[config.mk]
export PLATFORM = sky130hd
export DESIGN_NAME = servant_mem_arbiter
export DESIGN_NICKNAME = d
export VERILOG_FILES = /design/src/rtl/servant_arb_pkg.sv /design/src/rtl/servant_arb_wdog.sv /design/src/rtl/servant_mem_arbiter.sv
export SDC_FILE = /design/constraint.sdc
export NUM_CORES = 1
export LEC_CHECK = 0
export ABC_AREA = 1
export CORE_AREA = 3 3 121 123
export CTS_CLUSTER_SIZE = 30
export DETAILED_ROUTE_END_ITERATION = 10
export DIE_AREA = 0 0 124 126
export PLACE_DENSITY = 0.53
export SYNTH_ARGS = -nofsm -noshare
export SYNTH_HDL_FRONTEND = slang
export SYNTH_SLANG_ARGS = --single-unit
export TNS_END_PERCENT = 1
[constraint.sdc]
create_clock -name wb_clk -period 1.5 [get_ports wb_clk]
set_input_delay 0.375 -clock wb_clk [delete_from_list [all_inputs] [get_ports wb_clk]]
set_output_delay 0.375 -clock wb_clk [all_outputs]
set_load 0.01 [all_outputs]
[src/rtl/servant_arb_pkg.sv]
// Shared types and constants for the servant RAM arbiter: FSM states,
// master indices and the watchdog counter width.
package servant_arb_pkg;

    typedef enum logic [1:0] {
        IDLE = 2'd0,
        GNT0 = 2'd1,
        GNT1 = 2'd2
    } state_t;

    localparam logic M_CPU = 1'b0;
    localparam logic M_DBG = 1'b1;

    // A disabled watchdog (timeout 0) still gets a 1-bit counter so the port stays legal.
    function automatic int wdog_w(input int timeout);
        return (timeout < 1) ? 1 : $clog2(timeout + 1);
    endfunction

endpackage

[src/rtl/servant_arb_wdog.sv]
// Clearable saturating grant-cycle counter; o_expired flags that the current
// grant has run TIMEOUT cycles without an acknowledge.
module servant_arb_wdog
    import servant_arb_pkg::*;
#(
    parameter int TIMEOUT = 15
) (
    input  logic i_clk,
    input  logic i_rst_n,
    input  logic i_clr,
    input  logic i_en,
    output logic o_expired
);

    localparam int             W     = wdog_w(TIMEOUT);
    localparam logic [W-1:0]   LIMIT = W'(TIMEOUT);

    logic [W-1:0] r_cnt;

    always_ff @(posedge i_clk or negedge i_rst_n) begin
        if (!i_rst_n) begin
            r_cnt <= '0;
        end else if (i_clr) begin
            r_cnt <= '0;
        end else if (i_en && r_cnt != LIMIT) begin
            r_cnt <= r_cnt + W'(1);
        end
    end

    assign o_expired = (TIMEOUT != 0) && (r_cnt == LIMIT);

endmodule

[src/rtl/servant_mem_arbiter.sv]
// Round-robin two-master Wishbone classic arbiter in front of the servant RAM.
// A grant is held until ack, master abort or watchdog expiry, then returns to IDLE.
module servant_mem_arbiter
    import servant_arb_pkg::*;
#(
    parameter int AW      = 32,
    parameter int TIMEOUT = 15
) (
    input  logic          wb_clk,
    input  logic          wb_rst_n,
    input  logic [AW-1:0] m0_adr,
    input  logic [31:0]   m0_dat,
    input  logic [3:0]    m0_sel,
    input  logic          m0_we,
    input  logic          m0_cyc,
    output logic [31:0]   m0_rdt,
    output logic          m0_ack,
    output logic          m0_err,
    input  logic [AW-1:0] m1_adr,
    input  logic [31:0]   m1_dat,
    input  logic [3:0]    m1_sel,
    input  logic          m1_we,
    input  logic          m1_cyc,
    output logic [31:0]   m1_rdt,
    output logic          m1_ack,
    output logic          m1_err,
    output logic [AW-1:0] s_adr,
    output logic [31:0]   s_dat,
    output logic [3:0]    s_sel,
    output logic          s_we,
    output logic          s_cyc,
    input  logic [31:0]   s_rdt,
    input  logic          s_ack
);

    state_t r_state;
    logic   r_last;

    logic w_gnt;
    logic w_sel_m1;
    logic w_cyc;
    logic w_expired;
    logic w_timeout;
    logic w_done;
    logic w_err;

    assign w_gnt     = (r_state != IDLE);
    assign w_sel_m1  = (r_state == GNT1);
    assign w_cyc     = w_sel_m1 ? m1_cyc : m0_cyc;
    // An ack landing on the expiry cycle still completes the transfer normally.
    assign w_timeout = w_gnt && w_expired && !s_ack;
    assign w_done    = w_gnt && w_cyc && s_ack;
    assign w_err     = w_gnt && w_cyc && w_timeout;

    servant_arb_wdog #(.TIMEOUT(TIMEOUT)) u_wdog (
        .i_clk     (wb_clk),
        .i_rst_n   (wb_rst_n),
        .i_clr     (!w_gnt),
        .i_en      (w_gnt && !s_ack),
        .o_expired (w_expired)
    );

    always_ff @(posedge wb_clk or negedge wb_rst_n) begin
        if (!wb_rst_n) begin
            r_state <= IDLE;
            r_last  <= M_DBG;
        end else begin
            case (r_state)
                IDLE: begin
                    if (m0_cyc && (!m1_cyc || r_last == M_DBG)) begin
                        r_state <= GNT0;
                        r_last  <= M_CPU;
                    end else if (m1_cyc) begin
                        r_state <= GNT1;
                        r_last  <= M_DBG;
                    end
                end
                default: begin
                    if (!w_cyc || s_ack || w_expired) r_state <= IDLE;
                end
            endcase
        end
    end

    assign s_cyc  = w_gnt && w_cyc && !w_timeout;
    assign s_adr  = !w_gnt ? '0 : (w_sel_m1 ? m1_adr : m0_adr);
    assign s_dat  = !w_gnt ? '0 : (w_sel_m1 ? m1_dat : m0_dat);
    assign s_sel  = !w_gnt ? '0 : (w_sel_m1 ? m1_sel : m0_sel);
    assign s_we   = w_gnt && (w_sel_m1 ? m1_we : m0_we);

    assign m0_ack = w_done && !w_sel_m1;
    assign m1_ack = w_done && w_sel_m1;
    assign m0_err = w_err && !w_sel_m1;
    assign m1_err = w_err && w_sel_m1;
    assign m0_rdt = s_rdt;
    assign m1_rdt = s_rdt;

endmodule

==> impl_metrics.yaml <==
status:
  run_status: "finished, violations left"
  violations: "negative setup slack"
synth:
  yosysWarningCount: 0
  ys_seq_area_share_pct: 9.92
  synth_area_um2: 1780
  avgSynthCellArea_um2: 8.51
  synth_cell_type_count: 23
  ys_ff_latch: 7
  synthCells: 209
  syn_nets: 385
timing:
  setup_tns_ns: -19.54
  post-route-min-period_ns: 1.80
  max_freq_ghz: 0.556
  clock_skew_ns: 0.000971
  hold_viol: 0
  finalWorstSetupSlack_ns: -0.298
  worst_pin_slew_ns: 0.310
  maxSlewViolCount: 0
  rsz0062_at_grt: "true"
  timing.slew.headroom_pct: 79.3
  setup_viol: 74
  finalCritPeriodShare_pct: 120
global_routing:
  antenna_found_initial: 0
  grt_pass1_vias: 2173
  grt_first_pass_wirelength_mm: 12.6
  grt_overflow: 0
  grt_max_degree: 27
  track_usage_pct: 10.4
final_layout:
  postLayoutCoreUtil_pct: 31.0
  fin_nets: 555
  area_growth_pct: 140
  final_common_cell: "clkdlybuf4s50_1"
  final_cell_mix: "clkdlybuf4s50_1, buf_6, a22o_2"
  final_layout_size_suffix_gt1_share_pct: 50.8
  fillCellCount: 1458
  antennaDiodeCount: 0
clocking:
  path_clk_slew_ns: 0.04
  tritoncts: "built"
  postCtsHoldBufs: 0
  cts.htree.levels: 1
  worstSkewPairLatency_ns: 0.23
  clk_root_buffer_cell: "clkbuf_16"
  cts_buffers: 3
  clockBufferDepth: 2
  cts.sinks: 7
place:
  portBuffers: 216
  gp_congestion: 0.759
  hpwl_mm: 7.48
drt:
  num_vias: 2182
  antenna_left: 0
  wl_per_cell_um: 17.1
  drt_iter0_drc: 61
  post-route-drc-count: 0
  drt_first_pass_iters: 4
  routed_wl_mm: 9.52
  viasPerCell: 3.91
die:
  core_area_um2: 13800
  initial_utilization_pct: 12.9
  ios: 313
  dieWidth_um: 124
  rows: 43
  dieArea_um2: 15600
  fp.dieH_um: 126
worst_setup_path:
  crit_fanout: 7
  crit_family: "buffers and inverters"
  arrival_ns: 1.42
  slowest_delay_ns: 0.37
  cp_num_buf_inv: 4
  crit_path_start_kind: "flip-flop"
  slowest_stage: "dfrtp_1"
  crit_path_cell_trace: "inv_2 > nor2_8 > buf_12 > clkbuf_16 > a22o_4 > buf_6"
  setup.worst_path.end_class: "output port"
  critical_path_class: "flip-flop to output port"
  required_ns: 1.12
power_and_ir_drop:
  clkPwrFrac_pct: 6.6
  p_int_mw: 4.20
  p_seq_share_pct: 4.8
  swShare_pct: 38.2
  vdd_drop_max_v: 0.000766
  p_leak_nw: 1.91
  combinationalPowerShare_pct: 88.6
  p_switching_mw: 2.59
  cellPowerDensity_nw_per_um2: 1590
  p_total_mw: 6.78
flow_run:
  drv_cap: 0
worst_hold_path:
  hold_path_class: "primary input to async pin"
==> sequential cells by signal (all words and copies together) (netlist names) <==
| name | cells |
|---|---|
| r_last | 1 |
| r_state | 2 |
| u_wdog.r_cnt | 4 |
==> Yosys cell counts <==
cell type | number | area (µm²)
o21ai_1 | 1 | 5.00
inv_1 | 10 | 37.5
inv_2 | 1 | 3.75
a22o_2 | 69 | 691
nand3_2 | 1 | 10.0
a21oi_1 | 1 | 5.00
a21o_1 | 1 | 7.51
ha_1 | 1 | 12.5
dfrtp_1 | 6 | 150
clkbuf_8 | 7 | 96.3
nand2_4 | 2 | 22.5
o211ai_1 | 2 | 15.0
o21ai_0 | 1 | 5.00
nor2_8 | 1 | 20.0
nand3_1 | 10 | 50.1
nor2_1 | 5 | 18.8
buf_4 | 66 | 495
nor2_4 | 1 | 11.3
dfstp_2 | 1 | 26.3
a21oi_2 | 1 | 8.76
nand4_1 | 3 | 18.8
clkbuf_1 | 7 | 26.3
nand2_1 | 11 | 41.3
==> power by group through the flow <==
stage          Sequential [mW]  Clock (mW)  Combinational [mW]
2_1_floorplan            0.311           0                2.52
3_3_place_gp             0.318           0                4.84
3_5_place_dp             0.322           0                4.84
4_1_cts                  0.325       0.460                5.55
5_1_grt                  0.331       0.471                6.39
6_report                 0.322       0.448                6.01
==> area by class of cell <==
type,count,area [µm²],share of cell area (%)
repair buffers,245,2580,60.5
multi-input cells,111,1160,27.3
well taps,180,225,5.28
flip-flops and latches,7,178,4.17
clock buffers,4,78.8,1.85
inverters,11,41.3,0.968
==> kinds of logic (layout without fill, tap and decap cells) <==
family                   count (synthesis)  count (layout)  share of synthesized area [%]
buffers and inverters                   91             260                           37.1
AO/OA/AOI/OAI                           76              76                           41.4
AND/OR/NAND/NOR                         34              34                           10.8
flip-flops                               7               7                           9.92
adder cells (fa/ha/maj)                  1               1                          0.704
==> final timing paths <==
kind                                        start                           to  slack (ns)  depth (start not counted)
max                        r_state[1]$_DFFE_PN0P_                    s_dat[30]       -0.30                          6
min                                      wb_rst_n  u_wdog.r_cnt[2]$_DFFE_PN0P_        0.41                          1
max reg2reg                r_state[0]$_DFFE_PN0P_           r_last$_DFFE_PN1P_        0.20                          6
min reg2reg                    r_last$_DFFE_PN1P_           r_last$_DFFE_PN1P_        0.52                          2
max in group asynchronous                wb_rst_n           r_last$_DFFE_PN1P_        0.81                          1
min in group wb_clk            r_last$_DFFE_PN1P_           r_last$_DFFE_PN1P_        0.52                          2
==> per-layer routing <==
metal  wire length (µm)  track usage (%)  part of all wire (%)
met5                  0                0                     0
met4                 52             1.55                  0.55
met3                967             2.69                    10
met2               5250             20.7                    55
met1               3250             10.9                    34
==> metrics by stage <==
step                instances  hold slack, ns  setup WS [ns]  cell area, µm²
finish                    558           0.405         -0.298            4270
global route              558           0.430         -0.349            4270
CTS                       557           0.415         -0.300            4010
detailed placement        544           0.514         -0.702            3730
global placement          544           0.503         -0.712            3730
floorplan                 209          0.0794         0.0564            1780
==> what timing repair did <==
action / in CTS / in global routing
cloned: 3 / 1
buffers inserted: 7 / 1
endpoints found under the setup margin: 74 / 75
gates resized for setup: 372 / 40
pin swaps: 7 / 2
Note: power is estimated with default switching activity, not from simulation.
